## config.mk

```make
export PLATFORM = sky130hd
export DESIGN_NAME = fetch_unit
export DESIGN_NICKNAME = d
export VERILOG_FILES = /design/src/rtl/fetch_unit.sv
export SDC_FILE = /design/constraint.sdc
export NUM_CORES = 1
export LEC_CHECK = 0
export CAP_MARGIN = 20
export CELL_PAD_IN_SITES_DETAIL_PLACEMENT = 1
export CELL_PAD_IN_SITES_GLOBAL_PLACEMENT = 2
export CORE_ASPECT_RATIO = 0.6
export CORE_UTILIZATION = 37
export DETAILED_ROUTE_END_ITERATION = 8
export DONT_BUFFER_PORTS = 1
export HOLD_SLACK_MARGIN = 0.02
export PLACE_DENSITY = 0.77
export REMOVE_ABC_BUFFERS = 1
export SLEW_MARGIN = 10
export SYNTH_ARGS = -nofsm -noshare
export SYNTH_HDL_FRONTEND = slang
export SYNTH_SLANG_ARGS = --single-unit
```

## constraint.sdc

```tcl
create_clock -name clk -period 2.8 [get_ports clk]
set_clock_uncertainty 0.05 [all_clocks]
set_input_delay 0.56 -clock clk [delete_from_list [all_inputs] [get_ports clk]]
set_output_delay 0.56 -clock clk [all_outputs]
set_load 0.05 [all_outputs]
```

## src/rtl/fetch_unit.sv

```systemverilog
// Instruction fetch unit: issues imem reads from pc, holds the fetched word
// until the consumer accepts it, then redirects or advances pc.
module fetch_unit #(
  parameter logic [31:0] RESET_PC = 32'h0000_0000,
  parameter int          TIMEOUT  = 16
) (
  input  logic        clk,
  input  logic        rst_n,
  output logic        imem_req,
  output logic [31:0] imem_addr,
  input  logic        imem_ack,
  input  logic [31:0] imem_rdata,
  output logic        instr_valid,
  input  logic        instr_ready,
  output logic [31:0] instr,
  output logic [4:0]  op,
  output logic [31:0] pc_out,
  output logic [31:0] pc_plus4,
  input  logic        pcsrc,
  input  logic        jump,
  input  logic [31:0] branch_target,
  input  logic [31:0] jump_target,
  output logic        err
);

  typedef enum logic [1:0] {
    S_IDLE,
    S_FETCH,
    S_VALID,
    S_ERROR
  } state_t;

  localparam logic [7:0] CNT_LAST = 8'(TIMEOUT - 1);

  state_t      state_q, state_d;
  logic [31:0] pc_q, pc_d;
  logic [31:0] instr_q, instr_d;
  logic [31:0] pc_out_q, pc_out_d;
  logic [7:0]  cnt_q, cnt_d;
  logic        err_q, err_d;
  logic [31:0] next_pc;

  always_ff @(posedge clk or negedge rst_n) begin
    if (!rst_n) begin
      state_q  <= S_IDLE;
      pc_q     <= RESET_PC;
      instr_q  <= 32'h0;
      pc_out_q <= 32'h0;
      cnt_q    <= 8'h0;
      err_q    <= 1'b0;
    end else begin
      state_q  <= state_d;
      pc_q     <= pc_d;
      instr_q  <= instr_d;
      pc_out_q <= pc_out_d;
      cnt_q    <= cnt_d;
      err_q    <= err_d;
    end
  end

  always_comb begin
    state_d  = state_q;
    pc_d     = pc_q;
    instr_d  = instr_q;
    pc_out_d = pc_out_q;
    cnt_d    = cnt_q;
    err_d    = err_q;
    next_pc  = pc_q + 32'd4;
    case (state_q)
      S_IDLE: begin
        state_d = S_FETCH;
        cnt_d   = 8'h0;
      end
      S_FETCH: begin
        // An ack on the last allowed cycle still wins over the timeout.
        if (imem_ack) begin
          instr_d  = imem_rdata;
          pc_out_d = pc_q;
          cnt_d    = 8'h0;
          state_d  = S_VALID;
        end else if (cnt_q == CNT_LAST) begin
          state_d = S_ERROR;
          err_d   = 1'b1;
        end else begin
          cnt_d = cnt_q + 8'd1;
        end
      end
      S_VALID: begin
        if (instr_ready) begin
          if (pcsrc)     next_pc = branch_target;
          else if (jump) next_pc = jump_target;
          // A misaligned redirect is fatal and leaves pc where it was.
          if (next_pc[1:0] != 2'b00) begin
            state_d = S_ERROR;
            err_d   = 1'b1;
          end else begin
            pc_d    = next_pc;
            state_d = S_FETCH;
          end
        end
      end
      S_ERROR: begin
        err_d = 1'b1;
      end
      default: begin
        state_d = S_ERROR;
      end
    endcase
  end

  assign imem_req    = (state_q == S_FETCH);
  assign imem_addr   = pc_q;
  assign instr_valid = (state_q == S_VALID);
  assign instr       = instr_q;
  assign op          = instr_q[31:27];
  assign pc_out      = pc_out_q;
  assign pc_plus4    = pc_out_q + 32'd4;
  assign err         = err_q;

endmodule

```

==> Word-level counts from Yosys, hierarchy flattened <==
Cells that the tools add are included.
{ "word_totals": {"wordCells": 47, "out_inout_bits": 136, "regBits": 107, "input_bits": 102} }
{ "op_classes": {"bitwise": 1, "addsub": 3, "reduce_logical": 10, "mux": 17, "n_eq_ne": 10} }
{ "ops": {"columns": ["operator", "n"], "rows": [
  ["$mux W32", 4],
  ["$add A32 B3 Y32 const B", 2],
  ["$mux W8", 2],
  ["$pmux W8 S2", 1],
  ["$add A8 B1 Y8 const B", 1],
  ["$eq A8 B4 Y1 const B", 1],
  ["$mux W2", 4],
  ["$ne A2 B1 Y1 const B", 3],
  ["$pmux W2 S3", 1],
  ["$reduce_and A3 Y1", 2],
  ["$reduce_bool A3 Y1", 2],
  ["$reduce_and A5 Y1", 1],
  ["$eq A2 B2 Y1 const B", 2],
  ["$mux W1", 4],
  ["$reduce_and A2 Y1", 2],
  ["$reduce_bool A2 Y1", 2],
  ["$ne A3 B1 Y1 const B", 1],
  ["$ne A3 B3 Y1 const B", 1],
  ["$pmux W1 S3", 1],
  ["$eq A2 B1 Y1 const B", 1],
  ["$logic_not A2 Y1", 1],
  ["$ne A2 B2 Y1 const B", 1],
  ["$not A1 Y1", 1]
]} }

==> Depth between registers and ports, before layout <==
{ "depth": {"ltp_word": 9, "ltp_mapped": 8, "ltp_nobuf": 7} }

==> Worst setup path after synthesis <==
Ideal clock, no wire load.
{ "synth_timing": {"path_kind": "reg2out", "startpoint": "register pc_out_q[12], in the netlist pc_out[12]", "endpoint": "output pc_plus4[24]", "t_required_ps": 2190, "n_path_buf": 0, "arrival_ps": 2412, "stages_incl_launch_ff": 6, "path_slack_ps": -222, "cell_sequence": "dfrtp_1 > and4_1 > nand4b_1 > nor2_1 > nand3_1 > xnor2_1"} }
{ "synth_via": {"elab_chain_len": 1} }
{ "synth_lines": {"columns": ["item", "line", "rtl"], "rows": [
  ["from (decl)", "38", "logic [31:0] pc_out_q, pc_out_d;"],
  ["from (signal assigned)", "55", "pc_out_q <= pc_out_d;"],
  ["$add A32 B3 Y32", "117", "assign pc_plus4 = pc_out_q + 32'd4;"],
  ["to (decl)", "18", "output logic [31:0] pc_plus4,"]
]} }
Every way passes these cells.

==> Worst setup path in the final report <==
{ "layout_timing": {"startpoint": "register pc_out_q[22], in the netlist pc_out[22]", "endpoint": "output pc_plus4[31]"} }
The elaborated chain is that of the path after synthesis.

==> metrics <==
WHS=-150 ps; Final period util=0.960; CP max stage delay=360 ps; Worst EP arrival=2080 ps; Starting Density=0.388; initial DRC count=343; clk sinks=107; post-synth design cell area=0.00608 mm²; combinational fraction of design power=0.497; Seq pwr share=0.381; CORE AREA=0.0157 mm²; commonest non-fill, non-tap cell in the layout=dfrtp_1; cell taking the most area after synthesis=dfrtp_1; violated checks=hold timing; Avg WL per Cell=24.2 µm; FMAX=372 MHz; CP max FO=3; IO Port Bufs=0; Final Max Slew Viols=0; first-pass GRT wire length=33.8 mm; Worst-Skew Late Latency=350 ps; flop and latch count out of synthesis=107; # rows=35; EDFF count, synth=0; die area=0.0170 mm²; IO Pins=238; VDD IR max=427 µV; Die H=101 µm; DR pass1 iterations=4; Switching Fraction=0.568; # Max-Cap Violations=0; initial antenna violation count=1; Yosys top cell area share=0.441; Slew HR=0.390; largest net degree at the start of global routing=108; multi-input logic area=0.00320 mm²; post-synth cell types=60; Crit Path Category=flip-flop to output port; Post-synth top flop=dfrtp_1; # setup viols final=0; Syn Area/Cell=9.75 µm²; Switching Power=5.64 mW; startpoint types=flip-flop; H-tree depth=3; Final Util=0.459; TritonCTS Buffers=9; delay-heaviest family, CP=simple AND/OR/NAND/NOR gates; sequential area share after synthesis=0.441; slowest cell on the critical path=dfrtp_1; outcome=finished with violations; vias in the first global route=5724; P_int=4.28 mW; routability congestion estimate=0.807; clk slew on worst S/H paths=70 ps; critical path data required time=2190 ps; Vias/cell=6.02; ant diodes=0; Power Density=1380 mW/mm²; synth top area cells=dfrtp_1 44%, mux2_2 11%, xnor2_1 4.0%, nand2_1 3.8%, a21oi_1 3.0%; Root Buffer=clkbuf_16; leakage=2.99 nW; Syn Inst Count=623; Critical Path End Type=output port; die width=167 µm; RSZ-0062 raised after global routing=true; P&R area growth vs syn=18.4%; Final ANT Viol Nets=0; crit path time final=2690 ps; asr flop ratio synth=1.00; CTS tree=done; Worst Tran Pin Value=915 ps; commonest non-fill, non-tap cells in the layout=107 x dfrtp_1, 95 x buf_4, 61 x nand2_1; via count=5412; routed wire length=21.7 mm; synth warn=0; Storage cell area=0.00268 mm²; clk buf depth=2; Final Hold Vio Count=107; Cell Chain, Critical Path=and4_1 -> and2_1 -> nand4_1 -> nor3_1 -> xor2_1 -> buf_4; hpwl dp=16.5 mm; Remaining DRCs=0; Final nets=801; Buf/Inv on CP=1; fraction of layout instances using a drive strength above 1=0.273; Min-Delay Path Class=input port to async pin; Clk pwr share=0.122; total power=9.93 mW; fill count=1792; Tot GR Track Use=0.261; GRT Residual Overflow=0
==> worst register-to-register path, cell delays in order (launching register included) <==
cell	delay, ps
dfrtp_1	400
inv_1	140
ha_1	210
and2_0	360
nor2b_1	580
a22oi_1	170
o22ai_1	190
a211o_1	140
==> power by group through the flow <==
stage               Clock [mW]  Combinational, mW  Sequential (mW)
detailed placement           0               4.94             3.81
floorplan                    0               2.18             5.00
global placement             0               4.80             3.77
finish                    1.21               4.93             3.78
CTS                       1.24               4.95             3.78
global route              1.30               5.23             3.86
==> layer usage <==
layer / vias to the layer above / routed length [µm] / global-route usage
li1: 2417 / - / -
met5: - / 8 / 0
met2: 177 / 9920 / 0.413
met4: 2 / 233 / 0.0593
met1: 2797 / 10000 / 0.357
met3: 19 / 1530 / 0.0727
==> final timing paths <==
check / startpoint / endpoint / slack [ps] / cells past startpoint
setup / recovery: pc_out[22] / pc_plus4[31] / 110 / 6
hold / removal: rst_n / imem_addr[0] / -150 / 0
setup reg to reg: state_q[0] / imem_addr[14] / 490 / 7
hold reg to reg: cnt_q[1] / cnt_q[1] / 470 / 2
max in group asynchronous: rst_n / imem_addr[30] / 2680 / 0
min in group clk: imem_rdata[6] / instr[6] / 310 / 1
==> metrics by stage <==
step / instances / hold WS (ps) / instance area [µm²] / setup TNS, ps / worst slack [ps]
2_1_floorplan: 584 / 214 / 5900 / -29820 / -937
3_3_place_gp: 882 / 219 / 6900 / 0 / 514
3_5_place_dp: 882 / 218 / 6900 / 0 / 365
4_1_cts: 898 / -167 / 7180 / -81.3 / -48.7
5_1_grt: 899 / -166 / 7200 / -31.4 / -11.7
6_report: 899 / -150 / 7200 / 0 / 113
==> cell type report <==
class | instances | area share
Tap cell | 203 | 0.0353
Clock inverter | 7 | 0.00678
Multi-Input combinational cell | 463 | 0.445
Clock buffer | 9 | 0.0313
Timing Repair Buffer | 96 | 0.102
Inverter | 14 | 0.00730
Sequential cell | 107 | 0.372
==> flip-flops by register name (all words and copies together) (netlist names) <==
name	flops
pc_out	32
err	1
cnt_q	8
state_q	2
imem_addr	32
instr	32
==> cells by family (layout without fill, tap and decap cells) <==
| kind of cell | count (synthesis) | count (layout) | share of synthesized area |
|---|---|---|---|
| simple gates | 203 | 203 | 0.175 |
| mux | 63 | 63 | 0.116 |
| xor+xnor | 37 | 37 | 0.0533 |
| flops | 107 | 107 | 0.441 |
| compound gates | 152 | 152 | 0.161 |
| fa+ha+maj | 8 | 8 | 0.0165 |
| buf+inv | 53 | 126 | 0.0381 |
==> cells in the mapped netlist, types with 14 or more instances <==
cell type	n
nor2_1	27
nand4_1	18
inv_1	14
o21ai_0	37
xnor2_1	28
dfrtp_1	107
o211ai_1	14
nand3_1	25
a21oi_1	37
nand2_1	62
clkbuf_1	19
mux2_2	60
==> timing repair <==
action,4_1_cts,5_1_grt
buffers inserted,0,1
endpoints found under the setup margin,2,11
hold endpoints to repair,107,107
gates resized for setup,0,4
Note: power is estimated with default switching activity, not from simulation.
==> RTL edit 1 (config.mk and constraints unchanged) <==
Reset style: synchronous (`rst_n`), changed in one clocked block.
--- a/src/rtl/fetch_unit.sv
+++ b/src/rtl/fetch_unit.sv
@@ -42,3 +42,3 @@
 
-  always_ff @(posedge clk or negedge rst_n) begin
+  always_ff @(posedge clk) begin
     if (!rst_n) begin
Behaviour: differs if rst_n is asserted again (counterexample within 4 cycles, from zero or initial values and one cycle with rst_n low); with rst_n held inactive, the same outputs for 4 cycles.
==> RTL edit 1 against the unedited design <==
  * The run ends with setup timing left
  * Critical path depth is 2 higher
  * Sequential cell count stayed put
  * Global-route usage is 1.1 points higher
  * Non-clock buffer count is 16 higher
  * Routed wire length is 2.7% higher
  * Final cell count is 13% higher
  * Worst setup slack worse by 0.17 ns
  * Cell area is 0.52% lower
  * Sequential share of layout area is 7.1 points lower
  * Synthesized area is 5.2% lower
  * Critical endpoint is now pc_plus4[29]
Power is not compared: it rests on default switching activity, and its combinational part moved more than twofold at a synthesized area within 25%.
==> RTL edit 1: results (changes against the unedited design) <==
Cells and area
  • # fillers: 1811 (+1.1%)
  • Antenna Cells: 0 (unchanged)
  • Fraction of layout cells with a size suffix above 1: 20.8% (-6.5 points)
  • # nets final: 919 (+15%)

Synthesis
  • Register area share after synthesis: 37.2% (-6.9 points)
  • Xor and xnor area share after synthesis: 5.78% (+0.44 points)
  • Top cells by count, synth: nand2_1 (178), dfxtp_1 (107), a21oi_1 (62)
  • Mux share of post-synthesis cell area: 0.912% (-11 points)
  • Synth Area in Compound Gates: 23.4% (+7.3 points)
  • Library cells used by synthesis: 62 (+3.3%)
  • Top post-synthesis cells by area: dfxtp_1 (37%), nand2_1 (12%), a21oi_1 (5.4%)
  • Ys async rst share: 0% (-100 points)
  • Adder-cell share of the synthesized area: 1.74% (+0.090 points)
  • Synth warnings: 0 (unchanged)
  • Syn avg cell area: 7.73 um2 (-21%)

Timing
  • Setup violations, final: 5 (+5)
  • Rel. slew slack: 33.4% (-5.6 points)
  • Setup_tns: -0.162 ns (-0.162 ns)
  • Final worst setup slack: -0.0570 ns (-0.170 ns)

Critical path
  • Worst Path Arrival: 2.25 ns (+0.17 ns)
  • Reg2reg setup slack: ~0.48 ns
  • Worst-path fanout max: 5 (+2)
  • Reg2reg path depth: 6 (-1)
  • Reg2reg end: imem_addr[17]$_SDFFE_PN0P_
  • Crit-path max cell delay: 0.39 ns (+0.03 ns)
  • Slowest-stage cell, CP: dfxtp_2
  • RR Startpoint: imem_addr[2]$_SDFFE_PN0P_

Clock network
  • Clk_lat worst skew: 0.35 ns (about the same)
  • Root buffer cell: clkbuf_16
  • Max H-tree Level: 3 (unchanged)

Place
  • GP Congestion: 0.852 (+5.6%)
  • Post-DP HPWL: 16400 um (-0.48%)
  • Dpl cells: 994 (+13%)

Global routing
  • Gr usage total: 27.2% (+1.1 points)
  • Initial antenna violation count: 0 (-1)
  • Number of global-route vias before repair: 6058 (+5.8%)
  • Largest net degree at the start of global routing: 71 (-34%)
  • First-pass GRT wire length: 34000 um (+0.61%)

Detailed routing
  • Pre-Repair DR Iteration Count: 5 (+1)
  • Met2 WL: 10200 um (+2.7%)
  • Via count: 5960 (+10%)
  • Routed met3 length: 1980 um (+29%)
  • Top Metal Used: met4
  • Vias per cell: 5.89 (-2.2%)
  • Initial drt markers: 391 (+14%)
  • Routed WL: 22300 um (+2.7%)
  • Post-Route M1 WL: 9960 um (-0.56%)

Worst hold path
  • Min-Delay Startpoint: imem_rdata[23]
  • Hold Path Class: primary input to flip-flop

Run status
  • Failing checks: setup timing
  • Outcome: complete, but fails checks
RTL edit 1: worst max-delay path: cells and delay by family, from the launching register on:
family,cells,cell delay (ns)
xor+xnor,1,0.15
buf+inv,3,0.59
flops,1,0.39
simple gates,4,0.76
RTL edit 1: worst max path at each step:
| stage | startpoint | to | slack (ns) |
|---|---|---|---|
| global placement | pc_out[2]$_SDFFE_PN0P_ | pc_plus4[24] | -0.04 |
| global route | pc_out[11]$_SDFFE_PN0P_ | pc_plus4[31] | -0.20 |
| CTS | pc_out[5]$_SDFFE_PN0P_ | pc_plus4[31] | -0.1 |
| finish | pc_out[5]$_SDFFE_PN0P_ | pc_plus4[29] | -0.06 |
| floorplan | pc_out[2]$_SDFFE_PN0P_ | pc_plus4[24] | -0.68 |
| detailed placement | pc_out[3]$_SDFFE_PN0P_ | pc_plus4[28] | -0.06 |
RTL edit 1: kinds of logic after synthesis:
group	after synthesis
mux	5
buf+inv	70
flops	107
compound gates	203
fa+ha+maj	8
simple gates	314
xor+xnor	38
RTL edit 1: metrics by stage:
step                area (um2)  hold WS [ns]  power (mW)  setup WS (ns)
global route              7160         0.290        4.36         -0.203
finish                    7160         0.304        4.18        -0.0570
CTS                       7000         0.283        4.21        -0.0961
global placement          6600         0.421        2.82        -0.0400
floorplan                 5490         0.408        2.55         -0.678
detailed placement        6600         0.441        2.87        -0.0606
RTL edit 1: area by class of cell:
type / count / area, um2 / area share [%]
flip-flops and latches: 107 / 2150 / 30.1
clock inverters: 7 / 83.8 / 1.17
clock buffers: 9 / 225 / 3.15
well taps: 198 / 248 / 3.46
multi-input cells: 568 / 3470 / 48.5
inverters: 11 / 41.3 / 0.577
repair buffers: 112 / 935 / 13.1
RTL edit 1: routing by layer:
layer,vias to the layer above,GRT usage [%]
met5,-,0
met4,0,4.53
met3,17,6.94
met2,242,43.9
met1,2926,37.0
li1,2775,-
RTL edit 1: what timing repair did:
item,4_1_cts,5_1_grt
resized for setup,23,28
setup endpoints to repair,13,15
setup buffers,1,1
pin swaps,7,11
RTL edit 1: power by group:
group | internal [mW] | total (mW) | switching, mW
clock network | 0.712 | 1.35 | 0.636
registers | 1.62 | 1.97 | 0.346
logic | 0.273 | 0.867 | 0.595
total | 2.60 | 4.18 | 1.58
==> RTL edit 2 (config.mk and constraints unchanged) <==
Made on the original files. Change the parameter `TIMEOUT` from 16 to 12.
--- a/src/rtl/fetch_unit.sv
+++ b/src/rtl/fetch_unit.sv
@@ -4,3 +4,3 @@
   parameter logic [31:0] RESET_PC = 32'h0000_0000,
-  parameter int          TIMEOUT  = 16
+  parameter int          TIMEOUT  = 12
 ) (
Formal check against the unedited RTL: no difference found for any inputs over 4 cycles, from zero or initial values and one cycle with rst_n low; that may be too few to reach the edited logic, so the function may still have changed.
==> RTL edit 2 against the unedited design <==
  * The flow still finishes with violations (hold timing)
  * Synthesized area down 0.41%
  * Die area decreased by 0.41%
  * Fmax fell by 0.71%
  * Clock power grew 12%
  * Total power is 2.3% higher
  * Final cell count is 2.6% lower
  * Core utilization is 0.53 points higher
  * Synthesized cell count shrank 5.8%
  * Routed wire length shrank 4.6%
  * Worst setup slack got worse by 0.019 ns
  * Sequential cell count unchanged
  * Non-clock buffer count grew 6
  * Cell area increased by 1.1%
==> RTL edit 2: results (changes against the unedited design) <==
Global routing
  • First-pass GRT wire length: 31900 um (-5.6%)
  • Number of global-route vias before repair: 5497 (-4.0%)
  • Initial antenna violation count: 0 (-1)

Place
  • Dpl cells: 853 (-3.3%)
  • Setup WS pre-CTS: 0.254 ns (-0.112 ns)
  • Dpl cell area: 6870 um2 (-0.40%)
  • Post-DP HPWL: 15600 um (-5.2%)

Synthesis
  • Syn avg cell area: 10.3 um2 (+5.7%)
  • Top post-synthesis cells by area: dfrtp_1 (44%), mux2_2 (11%), xnor2_1 (4.1%)
  • Adder-cell share of the synthesized area: 1.65% (+0.0068 points)
  • Syn Inst Count: 587 (-5.8%)
  • Mux share of post-synthesis cell area: 11.7% (+0.048 points)
  • Register area share after synthesis: 44.3% (+0.18 points)
  • Library cells used by synthesis: 72 (+20%)

Critical path
  • Worst-path fanout max: 4 (+1)
  • Reg2reg setup slack: 0.55 ns (+0.06 ns)
  • Reg2reg path depth: 6 (-1)
  • Worst Setup EP: pc_plus4[27]
  • Reg2reg end: imem_addr[24]$_DFFE_PN0P_
  • Crit path from: pc_out[15]$_DFFE_PN0P_
  • Crit-path max cell delay: 0.39 ns (+0.03 ns)

Cells and area
  • # fillers: 1740 (-2.9%)
  • Cell Count, Final, Fillers Out: 876 (-2.6%)
  • Clock buffers: 10 (+1)
  • # nets final: 778 (-2.9%)
  • Register area: 2680 um2 (about the same)
  • Bufs w/o clock: 102 (+6.3%)
  • Multi-input combinational cell count: 430 (-7.1%)
  • Buffering overhead: 10.7% (+0.55 points)
  • Inverters: 18 (+4)
  • FF+latch count: 107 (unchanged)

Power and ir drop
  • Leakage: 3.21 nW (+7.2%)
  • Pwr/cell area: 1400 nW/um2 (+1.1%)

Detailed routing
  • Initial drt markers: 203 (-41%)
  • Routed WL: 20700 um (-4.6%)

Run status
  • Failing checks: hold timing
  • Outcome: complete, but fails checks

Timing
  • Rel. slew slack: 37.1% (-1.9 points)
  • Hold Vio Cnt, Final: 107 (unchanged)
  • Hold slack: -0.149 ns (+0.00139 ns)
==> RTL edit 2: cell families (layout without fill, tap and decap cells) <==
family          Yosys count  after routing
xor+xnor                 48             48
fa+ha+maj                 8              8
flops                   107            107
buf+inv                  50            136
simple gates            186            186
mux                      63             63
compound gates          125            125
==> RTL edit 2: power by group <==
part           leakage [nW]  switching, mW  internal (mW)
logic                  1.72           3.39           1.58
registers              1.33           1.67           2.16
clock network         0.152          0.645          0.717
==> RTL edit 2: repair_timing <==
item,in CTS,in global routing
endpoints found under the setup margin,5,7
gates cloned,0,0
pin swaps,1,6
buffers inserted,1,6
resized for setup,4,6
hold endpoints to repair,107,107
==> RTL edit 2: layer usage <==
layer  part of all wire [%]  vias up
li1                       -     2297
met1                     45     2658
met2                     47      180
met3                    7.4       16
met4                   0.61        0
met5                      0        -
